<file path="config.mk">
export PLATFORM = sky130hd
export DESIGN_NAME = symmetry_scan_sequencer
export DESIGN_NICKNAME = d
export VERILOG_FILES = /design/src/rtl/symmetry_scan_sequencer.sv
export SDC_FILE = /design/constraint.sdc
export NUM_CORES = 1
export LEC_CHECK = 0
export BUFFER_PORTS_ARGS = -buffer_cell sky130_fd_sc_hd__buf_2
export CAP_MARGIN = 40
export CELL_PAD_IN_SITES_DETAIL_PLACEMENT = 0
export CELL_PAD_IN_SITES_GLOBAL_PLACEMENT = 1
export CORE_UTILIZATION = 37
export DETAILED_ROUTE_END_ITERATION = 12
export PLACE_DENSITY_LB_ADDON = 0.05
export SETUP_SLACK_MARGIN = 0.4
export SYNTH_ARGS = -nofsm -noshare
export SYNTH_HDL_FRONTEND = slang
export SYNTH_SLANG_ARGS = --single-unit
</file>
<file path="constraint.sdc">
create_clock -name clk -period 2.9 [get_ports clk]
set_clock_uncertainty 0.05 [all_clocks]
set_input_delay 0.58 -clock clk [delete_from_list [all_inputs] [get_ports clk]]
set_output_delay 0.58 -clock clk [all_outputs]
set_load 0.02 [all_outputs]
</file>
<file path="src/rtl/symmetry_scan_sequencer.sv">
// symmetry_scan_sequencer
//   Frames a raster pixel stream for symmetry_monitor (valid/EOL/x/center),
//   inserts the FLUSH/EOL/EVAL dead cycles after each line, thresholds and
//   debounces the monitor metrics, and issues the reflex trigger.
//   Optional feature macro: SYM_SEQ_SPREAD_CHECK_EN (adds the spread check and
//   widens reflex_cause to 3 bits).
module symmetry_scan_sequencer #(
    parameter int LINE_WIDTH      = 640,
    parameter int LINES_PER_FRAME = 480,
    parameter int DEBOUNCE        = 2
) (
    input  logic               clk,
    input  logic               rst_n,
    input  logic               enable,
    input  logic [9:0]         cfg_center_x,
    input  logic [23:0]        cfg_drift_thr,
    input  logic [23:0]        cfg_jerk_thr,
    input  logic               s_valid,
    output logic               s_ready,
    input  logic [7:0]         s_pixel,
    input  logic               s_sof,
    output logic               mon_valid_pixel,
    output logic               mon_end_of_line,
    output logic [7:0]         mon_pixel_val,
    output logic [9:0]         mon_x_coord,
    output logic [9:0]         mon_center_x,
    input  logic signed [23:0] mon_drift,
    input  logic signed [23:0] mon_jerk,
`ifdef SYM_SEQ_SPREAD_CHECK_EN
    input  logic signed [31:0] mon_spread,
    input  logic [31:0]        cfg_spread_thr,
    output logic [2:0]         reflex_cause,
`else
    output logic [1:0]         reflex_cause,
`endif
    output logic               reflex_trigger,
    output logic               reflex_dir,
    output logic               frame_done,
    output logic [8:0]         line_count,
    output logic               sync_err
);

`ifdef SYM_SEQ_SPREAD_CHECK_EN
    localparam int CAUSE_W = 3;
`else
    localparam int CAUSE_W = 2;
`endif
    localparam int              CNT_W     = (DEBOUNCE < 1) ? 1 : $clog2(DEBOUNCE + 1);
    localparam logic [CNT_W-1:0] CNT_MAX  = CNT_W'(DEBOUNCE);
    localparam logic [9:0]      X_LAST    = 10'(LINE_WIDTH - 1);
    localparam logic [8:0]      LINE_LAST = 9'(LINES_PER_FRAME - 1);

    typedef enum logic [2:0] {
        ST_IDLE,
        ST_SCAN,
        ST_FLUSH,
        ST_EOL,
        ST_EVAL,
        ST_ABORT
    } state_t;

    // Magnitude of a 24-bit signed metric; the most negative value saturates.
    function automatic logic [23:0] abs_sat24(input logic signed [23:0] v);
        logic [23:0] r;
        if (!v[23])              r = $unsigned(v);
        else if (v[22:0] == '0)  r = 24'h7F_FFFF;
        else                     r = $unsigned(-v);
        return r;
    endfunction

`ifdef SYM_SEQ_SPREAD_CHECK_EN
    // Magnitude of a 32-bit signed metric; the most negative value saturates.
    function automatic logic [31:0] abs_sat32(input logic signed [31:0] v);
        logic [31:0] r;
        if (!v[31])              r = $unsigned(v);
        else if (v[30:0] == '0)  r = 32'h7FFF_FFFF;
        else                     r = $unsigned(-v);
        return r;
    endfunction
`endif

    state_t               state_q, state_d;
    logic [9:0]           x_q, x_d;
    logic [8:0]           line_q, line_d;
    logic [CNT_W-1:0]     cnt_q, cnt_d;
    logic [9:0]           center_q, center_d;
    logic                 mvalid_q, mvalid_d;
    logic                 meol_q, meol_d;
    logic [7:0]           mpix_q, mpix_d;
    logic [9:0]           mx_q, mx_d;
    logic                 trig_q, trig_d;
    logic                 dir_q, dir_d;
    logic [CAUSE_W-1:0]   cause_q, cause_d;
    logic                 fdone_q, fdone_d;
    logic                 serr_q, serr_d;

    logic                 accept;
    logic                 drift_over, jerk_over, spread_over;
    logic                 drift_hit;
    logic [CNT_W-1:0]     cnt_eval;

    // Ready depends only on state (and enable while idle), never on s_* inputs.
    always_comb begin
        s_ready = 1'b0;
        if (state_q == ST_IDLE)      s_ready = enable;
        else if (state_q == ST_SCAN) s_ready = 1'b1;
    end

    assign accept = s_valid & s_ready;

    // Threshold comparisons and debounce update used in the EVAL cycle.
    always_comb begin
        drift_over = abs_sat24(mon_drift) > cfg_drift_thr;
        jerk_over  = abs_sat24(mon_jerk)  > cfg_jerk_thr;
`ifdef SYM_SEQ_SPREAD_CHECK_EN
        spread_over = abs_sat32(mon_spread) > cfg_spread_thr;
`else
        spread_over = 1'b0;
`endif
        cnt_eval = '0;
        if (drift_over) cnt_eval = (cnt_q == CNT_MAX) ? CNT_MAX : cnt_q + 1'b1;
        drift_hit = drift_over && (cnt_eval == CNT_MAX);
    end

    // Next-state and registered-output computation for the line sequencer.
    always_comb begin
        state_d  = state_q;
        x_d      = x_q;
        line_d   = line_q;
        cnt_d    = cnt_q;
        center_d = center_q;
        mvalid_d = 1'b0;
        meol_d   = 1'b0;
        mpix_d   = mpix_q;
        mx_d     = mx_q;
        trig_d   = 1'b0;
        dir_d    = dir_q;
        cause_d  = cause_q;
        fdone_d  = 1'b0;
        serr_d   = serr_q;

        case (state_q)
            ST_IDLE: begin
                if (!enable) serr_d = 1'b0;
                // The SOF beat is pixel 0 of line 0; other beats are dropped.
                if (accept && s_sof) begin
                    center_d = cfg_center_x;
                    cnt_d    = '0;
                    line_d   = '0;
                    mvalid_d = 1'b1;
                    mpix_d   = s_pixel;
                    mx_d     = '0;
                    if (X_LAST == 10'd0) begin
                        x_d     = '0;
                        state_d = ST_FLUSH;
                    end else begin
                        x_d     = 10'd1;
                        state_d = ST_SCAN;
                    end
                end
            end
            ST_SCAN: begin
                if (accept) begin
                    if (s_sof && (x_q != '0 || line_q != '0)) begin
                        // Misplaced SOF: drop the beat and flush the monitor.
                        serr_d  = 1'b1;
                        cnt_d   = '0;
                        x_d     = '0;
                        meol_d  = 1'b1;
                        state_d = ST_ABORT;
                    end else begin
                        mvalid_d = 1'b1;
                        mpix_d   = s_pixel;
                        mx_d     = x_q;
                        if (x_q == X_LAST) begin
                            x_d     = '0;
                            state_d = ST_FLUSH;
                        end else begin
                            x_d = x_q + 10'd1;
                        end
                    end
                end
            end
            ST_FLUSH: begin
                meol_d  = 1'b1;
                state_d = ST_EOL;
            end
            ST_EOL: begin
                state_d = ST_EVAL;
            end
            ST_EVAL: begin
                cnt_d = cnt_eval;
                if (drift_hit || jerk_over || spread_over) begin
                    trig_d = 1'b1;
                    dir_d  = ~mon_drift[23];
`ifdef SYM_SEQ_SPREAD_CHECK_EN
                    cause_d = {spread_over, jerk_over, drift_hit};
`else
                    cause_d = {jerk_over, drift_hit};
`endif
                end
                if (line_q == LINE_LAST) begin
                    line_d  = '0;
                    fdone_d = 1'b1;
                    state_d = ST_IDLE;
                end else begin
                    line_d  = line_q + 9'd1;
                    state_d = enable ? ST_SCAN : ST_IDLE;
                end
            end
            ST_ABORT: begin
                state_d = ST_IDLE;
            end
            default: begin
                state_d = ST_IDLE;
            end
        endcase
    end

    // State and output registers, all returned to zero by the async reset.
    always_ff @(posedge clk or negedge rst_n) begin
        if (!rst_n) begin
            state_q  <= ST_IDLE;
            x_q      <= '0;
            line_q   <= '0;
            cnt_q    <= '0;
            center_q <= '0;
            mvalid_q <= 1'b0;
            meol_q   <= 1'b0;
            mpix_q   <= '0;
            mx_q     <= '0;
            trig_q   <= 1'b0;
            dir_q    <= 1'b0;
            cause_q  <= '0;
            fdone_q  <= 1'b0;
            serr_q   <= 1'b0;
        end else begin
            state_q  <= state_d;
            x_q      <= x_d;
            line_q   <= line_d;
            cnt_q    <= cnt_d;
            center_q <= center_d;
            mvalid_q <= mvalid_d;
            meol_q   <= meol_d;
            mpix_q   <= mpix_d;
            mx_q     <= mx_d;
            trig_q   <= trig_d;
            dir_q    <= dir_d;
            cause_q  <= cause_d;
            fdone_q  <= fdone_d;
            serr_q   <= serr_d;
        end
    end

    assign mon_valid_pixel = mvalid_q;
    assign mon_end_of_line = meol_q;
    assign mon_pixel_val   = mpix_q;
    assign mon_x_coord     = mx_q;
    assign mon_center_x    = center_q;
    assign reflex_trigger  = trig_q;
    assign reflex_dir      = dir_q;
    assign reflex_cause    = cause_q;
    assign frame_done      = fdone_q;
    assign line_count      = line_q;
    assign sync_err        = serr_q;

endmodule

</file>
==> results of run 1 <==
## worst min-delay path by stage
stage                    start               to  slack, ps  depth (start not counted)
6_report                 rst_n  mon_valid_pixel        230                          1
5_1_grt                  rst_n  mon_valid_pixel        270                          1
4_1_cts                  rst_n  mon_valid_pixel        240                          1
3_5_place_dp   mon_center_x[7]  mon_center_x[7]        410                          2
3_3_place_gp   mon_center_x[7]  mon_center_x[7]        410                          2
2_1_floorplan            rst_n         cnt_q[0]        230                          0
## cell type report
| class | count | area [µm²] | share of cell area |
|---|---|---|---|
| repair buffers | 277 | 1740 | 0.226 |
| clock buffers | 9 | 225 | 0.0293 |
| clock inverters | 7 | 115 | 0.0150 |
| well taps | 180 | 225 | 0.0293 |
| flip-flops and latches | 60 | 1500 | 0.196 |
| multi-input cells | 542 | 3610 | 0.470 |
| inverters | 69 | 267 | 0.0347 |
## cells in the final DEF (no fill, tap or decap), types with 16 or more instances in the layout
| cell type | instances |
|---|---|
| buf_2 | 161 |
| buf_4 | 107 |
| ha_1 | 54 |
| inv_1 | 67 |
| nand2_1 | 115 |
| dfrtp_1 | 60 |
| nor2_1 | 56 |
| o21ai_0 | 72 |
| a21oi_1 | 37 |
| nand4_1 | 16 |
| nor3_1 | 18 |
## power breakdown
| part | internal [mW] | switching (mW) | leakage (nW) | total (mW) |
|---|---|---|---|---|
| sequential | 1.07 | 0.206 | 0.781 | 1.28 |
| combinational | 0.765 | 1.08 | 2.99 | 1.85 |
| clock | 0.834 | 0.367 | 0.161 | 1.20 |
## worst register-to-register path, stage by stage, from the launching register on
cell and delay, ps:
dfrtp_1 440, inv_1 110, ha_1 150, nor4b_2 180, nand2_1 140, o31ai_4 260
nand3_2 170, o21ai_4 180, buf_2 190, mux2_2 340
## layer usage
metal  vias up  track usage  wire length (µm)
met4         0       0.0532               185
met2       154        0.362              7190
met3        16       0.0468               987
met5         -            0                 0
met1      2693        0.269              7130
li1       2973            -                 -
## stage by stage
step | setup slack, ps | utilization
2_1_floorplan | -697 | -
3_3_place_gp | -1170 | 0.507
3_5_place_dp | -1240 | 0.507
4_1_cts | -769 | 0.541
5_1_grt | -940 | 0.551
6_report | -784 | 0.551
## flip-flops by register name, summed over array words and instances, names as in the netlist
register,flops
state_q,3
reflex_cause,2
cnt_q,2
mon_pixel_val,8
sync_err,1
frame_done,1
reflex_trigger,1
mon_x_coord,10
reflex_dir,1
line_count,9
mon_center_x,10
x_q,10
mon_valid_pixel,1
mon_end_of_line,1
## cells by family (layout without fill, tap and decap cells)
kind of cell,Yosys count,in the layout,share of synthesized area
AND/OR/NAND/NOR,275,275,0.258
AO/OA/AOI/OAI,186,186,0.211
multiplexers,10,10,0.0207
adder cells (fa/ha/maj),55,55,0.129
buffers and inverters,90,362,0.0713
flip-flops,60,60,0.282
XOR/XNOR,16,16,0.0264
## repair_timing
item,in CTS,in global routing
buffers inserted,6,7
resized for setup,25,19
setup endpoints to repair,6,30
endpoints found under the hold margin,0,0
pin swaps,20,13
==> results.json, run 1 <==
{
  "status": "finished, violations left",
  "violations": "negative setup slack",
  "setup_tns_ps": -3810,
  "synth_top_area_frac": 0.282,
  "grt.total_usage": 0.212,
  "final_cells": 1144,
  "cp_num_buf_inv": 1,
  "tritoncts": "yes",
  "grt_first_pass_wirelength_mm": 25.4,
  "cts_sinks": 60,
  "regToRegStartpoint": "x_q[0]",
  "synthMostInstantiatedCell": "nand2_1",
  "r2r_setup_slack_ps": 570,
  "n_fill_cell": 1355,
  "synth_commonest_cells": "nand2_1 (115), o21ai_0 (85), inv_1 (69), dfrtp_1 (60), nor2_1 (56)",
  "hold_slack_ps": 229,
  "core_um2": 13900,
  "syn_avg_cell_area_um2": 7.68,
  "wl_per_cell_um": 13.5,
  "num_rows": 43,
  "hpwl_mm": 12.4,
  "cts_made_buffers": 9,
  "r2r_end": "mon_pixel_val[0]",
  "seq_area_frac_synth": 0.282,
  "maxSlewViolCount": 0,
  "cp-end-kind": "flip-flop",
  "area_growth_pct": 44.4,
  "syn-instance-count": 692,
  "design.die.area_um2": 14800,
  "p_per_area_nw_per_um2": 564,
  "crit_slowest_cell": "or4_1",
  "synth_flop_cell": "dfrtp_1",
  "ys_seq_elements": 60,
  "cts_hold_buf": 0,
  "clk_pin_slew_worst_paths_ps": 50,
  "port_buffers": 164,
  "pin_count": 165,
  "max_slew_margin": 0.569,
  "period_share": 1.27,
  "via_count": 5836,
  "ys_warn_count": 0,
  "clk_path_buf_depth": 2,
  "start_util": 0.381,
  "fin_crit_ps": 3680,
  "clock_latency_ps": 320,
  "cp_data_arrival_time_ps": 3880,
  "hold_class": "input port to async pin",
  "grt_overflow": 0,
  "crit_chain": "buf_2 -> or4_1 -> nor3b_2 -> nand4_1 -> or3_4 -> o21a_1 -> nor2_2 -> a31oi_1 -> ha_1 -> nand4_1 -> nor4_2 -> o31a_1 -> o21ai_2 -> o31ai_2 -> mux2i_1",
  "first_pass_iters": 5,
  "synth_area_leaders": "dfrtp_1 (28%), ha_1 (13%), nand2_1 (8.1%)",
  "dp.cells": 1115,
  "synthDistinctLibCells": 60,
  "nets": 1133,
  "drc": 0,
  "synth-edff-count": 0,
  "yosysTopAreaCell": "dfrtp_1",
  "wl_mm": 15.5,
  "worst-r2r-cell-count": 9,
  "worstPathRequired_ps": 3090,
  "cp_num_cells": 15,
  "syn-cell-area_um2": 5320,
  "path_class": "input port to flip-flop",
  "die_x_um": 122,
  "synth_nets": 866,
  "worst_slack_ps": -784,
  "antenna_found_initial": 0,
  "async_flop_share": 1.00,
  "grt_pass1_vias": 5612,
  "place_area_um2": 7060,
  "drv_cap": 0,
  "crit_top_cell": "nand4_1",
  "start_kind": "input port",
  "drive_gt1_frac": 0.359,
  "routed_via_density": 5.10,
  "cts_root_buf": "clkbuf_16",
  "max_stage_delay_ps": 570,
  "p_leak_nw": 3.94,
  "crit_fanout": 4,
  "fmax_ghz": 0.271,
  "n_antenna_cell": 0,
  "worst_pin_slew_ps": 647,
  "first_iter_violations": 227,
  "setup-violations-final": 6,
  "crit_start": "mon_jerk[9]",
  "grt_max_degree": 34,
  "gp_congestion": 0.835,
  "rsz0062_at_grt": "true",
  "die_y_um": 122,
  "ant_nets": 0,
  "vdd_drop_max_v": 0.000453,
  "fin_area_um2": 7680,
  "hold_viol_final": 0,
  "power_mw": 4.33,
  "crit_family": "simple AND/OR/NAND/NOR gates",
  "h-tree-depth": 3,
  "crit_end": "reflex_dir"
}
Power figures use the tool's default switching activity.
==> inputs of run 2 (changes only) <==
--- a/config.mk
+++ b/config.mk
@@ -9,7 +9,7 @@
 export CAP_MARGIN = 40
 export CELL_PAD_IN_SITES_DETAIL_PLACEMENT = 0
 export CELL_PAD_IN_SITES_GLOBAL_PLACEMENT = 1
-export CORE_UTILIZATION = 37
+export CORE_UTILIZATION = 40
 export DETAILED_ROUTE_END_ITERATION = 12
 export PLACE_DENSITY_LB_ADDON = 0.05
 export SETUP_SLACK_MARGIN = 0.4
==> constraint.sdc (replaced) <==
create_clock -name clk -period 4.3 [get_ports clk]
set_clock_uncertainty 0.05 [all_clocks]
set_input_delay 0.86 -clock clk [delete_from_list [all_inputs] [get_ports clk]]
set_output_delay 0.86 -clock clk [all_outputs]
set_load 0.02 [all_outputs]
==> run 2 against run 1 <==
  * The run now ends clean
  * Final area down 8.6%
  * Register-to-register slack better by 1200 ps
  * Setup slack better by 1200 ps
  * Critical path depth down 1
  * Clock-buffer cell count up 1
  * Critical path type unchanged
  * Critical endpoint unchanged
==> results.json, run 2 (synthesis results as in run 1) <==
{
  "status": "finished clean",
  "tritoncts": "yes",
  "first_iter_violations": 239,
  "num_rows": 41,
  "p_leak_nw": 3.54,
  "area_growth_pct": 32.1,
  "crit_fanout": 4,
  "drive_gt1_frac": 0.296,
  "wl_per_cell_um": 14.0,
  "fin_util": 0.550,
  "first_pass_iters": 4,
  "clk_path_buf_depth": 2,
  "cts_sinks": 60,
  "p_per_area_nw_per_um2": 392,
  "grt_pass1_vias": 4965,
  "grt.total_usage": 0.213,
  "multi_input_area_um2": 3540,
  "hpwl_mm": 11.8,
  "routed_via_density": 5.21,
  "die_x_um": 117,
  "gp_congestion": 0.882,
  "max_slew_margin": 0.624,
  "cp_data_arrival_time_ps": 4130,
  "drc": 0,
  "period_share": 0.913,
  "hold_start": "mon_center_x[1]",
  "n_fill_cell": 1237,
  "drv_cap": 0,
  "power_mw": 2.75,
  "cts_made_buffers": 9,
  "cp-end-kind": "flip-flop",
  "fmax_ghz": 0.255,
  "wl_mm": 14.8,
  "rsz0062_at_grt": "true",
  "ant_nets": 0,
  "grt_overflow": 0,
  "core_um2": 12800,
  "pin_count": 165,
  "hold_class": "flip-flop to flip-flop",
  "regToRegStartpoint": "x_q[0]",
  "dp.cells": 1033,
  "vdd_drop_max_v": 0.000385,
  "cts_hold_buf": 0,
  "hold_viol_final": 0,
  "start_util": 0.416,
  "layout_common_cells": "buf_2 (160), nand2_1 (115), o21ai_0 (74)",
  "nets": 1060,
  "final_cells": 1063,
  "whs_path_depth": 2,
  "h-tree-depth": 3,
  "crit_start": "mon_drift[13]",
  "grt_max_degree": 34,
  "design.die.area_um2": 13800,
  "via_count": 5539,
  "antenna_found_initial": 0,
  "worst-r2r-cell-count": 8,
  "start_kind": "input port",
  "worst_pin_slew_ps": 559,
  "register_area_um2": 1500,
  "worstPathRequired_ps": 4500,
  "path_class": "input port to flip-flop",
  "grt_first_pass_wirelength_mm": 23.1,
  "cts_root_buf": "clkbuf_16",
  "final_common_cell": "buf_2",
  "fin_crit_ps": 3920,
  "setup-violations-final": 0,
  "die_y_um": 117,
  "clk_pin_slew_worst_paths_ps": 50,
  "n_antenna_cell": 0,
  "port_buffers": 164,
  "clock_latency_ps": 330,
  "maxSlewViolCount": 0
}
[run 2: cell types whose count changed in the layout (fill, tap and decap cells not counted), moves of 2 or more]
cell / before / now
buf_12: 2 / 0
buf_4: 107 / 37
nor4b_2: 2 / 0
o21ai_0: 72 / 74
nor4b_1: 0 / 2
o41ai_1: 8 / 10
o21ai_1: 11 / 9
nor3_1: 18 / 20
nand2b_4: 2 / 0
[run 2: power breakdown]
part / leakage, nW / total, mW / switching, mW / internal [mW]
clock network: 0.159 / 0.772 / 0.250 / 0.522
registers: 0.781 / 0.859 / 0.135 / 0.724
logic: 2.60 / 1.12 / 0.687 / 0.435
[run 2: routing by layer]
metal,part of all wire,global-route usage,vias up
met4,0.011,0.0557,0
met2,0.48,0.364,150
met1,0.46,0.280,2543
li1,-,-,2830
met3,0.047,0.0340,16
met5,0,0,-
[run 2: what timing repair did]
action                     in CTS  in global routing
setup endpoints to repair       4                  4
gates resized for setup        20                 11
pin swaps                      21                 12
setup buffers                   8                  6
[run 2: metrics by stage]
step	TNS, ps	instance area, µm²	worst slack [ps]	hold WS, ps
after global placement	-51.8	6450	-42.7	404
after detailed placement	-258	6480	-124	409
after floorplan	0	5350	405	399
after global routing	0	7020	203	443
after CTS	0	6920	319	422
final	0	7020	375	418
[run 2: critical path, stage by stage]
cell	delay, ps
buf_6	90
or4_4	560
nor2_4	140
nand3_2	110
or3b_4	430
o31ai_4	190
mux2i_1	110
ha_1	290
nand4_1	200
nor4_4	370
o31a_1	230
o21ai_2	80
o31ai_2	250
mux2i_1	210
[run 2: cell type report]
type                            instances  share of cell area
Clock buffer                           10              0.0340
Clock inverter                          6              0.0123
Inverter                               69              0.0373
Multi-Input combinational cell        542               0.504
Sequential cell                        60               0.214
Tap cell                              172              0.0307
Timing Repair Buffer                  204               0.168
[run 2: final timing paths]
check,slack [ps],to
setup / recovery,380,reflex_dir
hold / removal,420,mon_center_x[1]
setup reg to reg,1720,mon_pixel_val[4]
hold reg to reg,420,mon_center_x[1]
max in group asynchronous,2950,mon_x_coord[1]
min in group asynchronous,440,line_count[8]
==> inputs of run 3 (changes only) <==
--- a/config.mk
+++ b/config.mk
@@ -12,6 +12,7 @@
 export CORE_UTILIZATION = 40
 export DETAILED_ROUTE_END_ITERATION = 12
 export PLACE_DENSITY_LB_ADDON = 0.05
+export REMOVE_ABC_BUFFERS = 1
 export SETUP_SLACK_MARGIN = 0.4
 export SYNTH_ARGS = -nofsm -noshare
 export SYNTH_HDL_FRONTEND = slang
==> run 3 against run 2 <==
  * Via count rose by 2.4%
  * Final area rose by 1.6%
  * Global-route usage rose by 0.40 points
  * Sequential share of layout area fell by 0.34 points
  * Hold slack got worse by 130 ps
  * Critical path type unchanged
  * Largest power group unchanged
==> results.json, run 3 (synthesis results as in run 1) <==
{
  "vdd_drop_max_v": 0.000304,
  "via_count": 5673,
  "fin_util": 0.558,
  "first_iter_violations": 291,
  "p_leak_nw": 3.61,
  "clock_latency_ps": 320,
  "n_antenna_cell": 0,
  "rsz0062_at_grt": "true",
  "cp-end-kind": "flip-flop",
  "path_class": "input port to flip-flop",
  "final_cells": 1086,
  "cts_sinks": 60,
  "grt_first_pass_wirelength_mm": 23.5,
  "grt.total_usage": 0.217,
  "worstPathRequired_ps": 4470,
  "clk_path_buf_depth": 2,
  "drive_gt1_frac": 0.315,
  "die_y_um": 117,
  "crit_fanout": 4,
  "port_buffers": 164,
  "grt_max_degree": 37,
  "final_common_cell": "buf_2",
  "cp_data_arrival_time_ps": 4190,
  "power_mw": 2.69,
  "wl_met1_mm": 6.41,
  "fin_crit_ps": 4030,
  "regToRegStartpoint": "x_q[0]",
  "first_pass_iters": 5,
  "hold_class": "input port to async pin",
  "cts_made_buffers": 9,
  "top_layer": "met4",
  "hold_viol_final": 0,
  "wl_mm": 14.9,
  "period_share": 0.937,
  "num_rows": 41,
  "drv_cap": 0,
  "status": "finished clean",
  "die_x_um": 117,
  "cts_root_buf": "clkbuf_16",
  "h-tree-depth": 3,
  "grt_pass1_vias": 5203,
  "dp.cells": 1053,
  "start_kind": "input port",
  "hpwl_mm": 11.8,
  "route.met2.wl_mm": 7.50,
  "cts_hold_buf": 0,
  "place_area_um2": 6590,
  "tritoncts": "yes",
  "grt_overflow": 0,
  "nets": 1083,
  "p_per_area_nw_per_um2": 377,
  "clk_pin_slew_worst_paths_ps": 50,
  "wl_per_cell_um": 13.7,
  "setup_tns_ps": 0,
  "n_fill_cell": 1260,
  "routed-wl-met3_um": 758,
  "area_growth_pct": 34.2,
  "setup-violations-final": 0,
  "ant_nets": 0,
  "crit_start": "mon_jerk[3]",
  "gp_congestion": 0.877,
  "maxSlewViolCount": 0,
  "layout_common_cells": "buf_2 (163), nand2_1 (115), o21ai_0 (77)",
  "core_um2": 12800,
  "pin_count": 165,
  "drc": 0,
  "r2r_setup_slack_ps": 1720,
  "fin_area_um2": 7130,
  "routed_via_density": 5.22,
  "worst_pin_slew_ps": 572,
  "worst-r2r-cell-count": 8,
  "antenna_found_initial": 0,
  "start_util": 0.416,
  "max_slew_margin": 0.617,
  "r2r_end": "mon_pixel_val[0]",
  "fmax_ghz": 0.248,
  "design.die.area_um2": 13800
}
run 3: changes by cell type in the layout (fill, tap and decap cells not counted), sizes merged:
cell	delta
bufinv	-1
buf	+23
clkinvlp	+1
run 3: metrics by stage:
step / hold slack, ps / setup slack [ps]
2_1_floorplan: 399 / 214
3_3_place_gp: 404 / -168
3_5_place_dp: 409 / -300
4_1_cts: 279 / 315
5_1_grt: 287 / 107
6_report: 289 / 273
run 3: area by class of cell:
cell class	instances	area [µm²]	area share
inverter	69	262	0.0367
clock buffer	10	229	0.0321
sequential	60	1500	0.210
tap	172	215	0.0302
multi-input combinational	542	3530	0.496
timing repair buffer	227	1330	0.186
clock inverter	6	63.8	0.00895
run 3: worst max path at each step:
stage,slack [ps],to
floorplan,210,reflex_dir
detailed placement,-300,reflex_dir
global route,110,reflex_cause[0]
CTS,320,reflex_dir
global placement,-170,reflex_dir
finish,270,reflex_cause[0]
run 3: repair_timing:
action	in CTS	in global routing
gates resized for setup	34	4
buffers inserted	11	6
endpoints found under the setup margin	4	6
pin swaps	19	11
run 3: routing by layer:
| layer | up-vias | track usage |
|---|---|---|
| met5 | - | 0 |
| met4 | 0 | 0.0768 |
| met3 | 16 | 0.0283 |
| met2 | 149 | 0.385 |
| met1 | 2625 | 0.270 |
| li1 | 2883 | - |
run 3: critical path, stage by stage:
cell and delay [ps]:
buf_2 120, or4_4 530, nor4_4 290, nand4_1 180
or3_4 360, o21a_1 180, nor2_2 70, a31oi_1 40
ha_1 320, nand4_1 160, buf_4 190, nor3_2 170
a21oi_1 100, o211ai_1 160, o21ai_2 130, buf_4 140
a21o_1 160
run 3: where the power goes:
| part | switching (mW) | internal (mW) |
|---|---|---|
| Sequential | 0.138 | 0.724 |
| Clock | 0.248 | 0.447 |
| Combinational | 0.690 | 0.441 |
| Total | 1.08 | 1.61 |
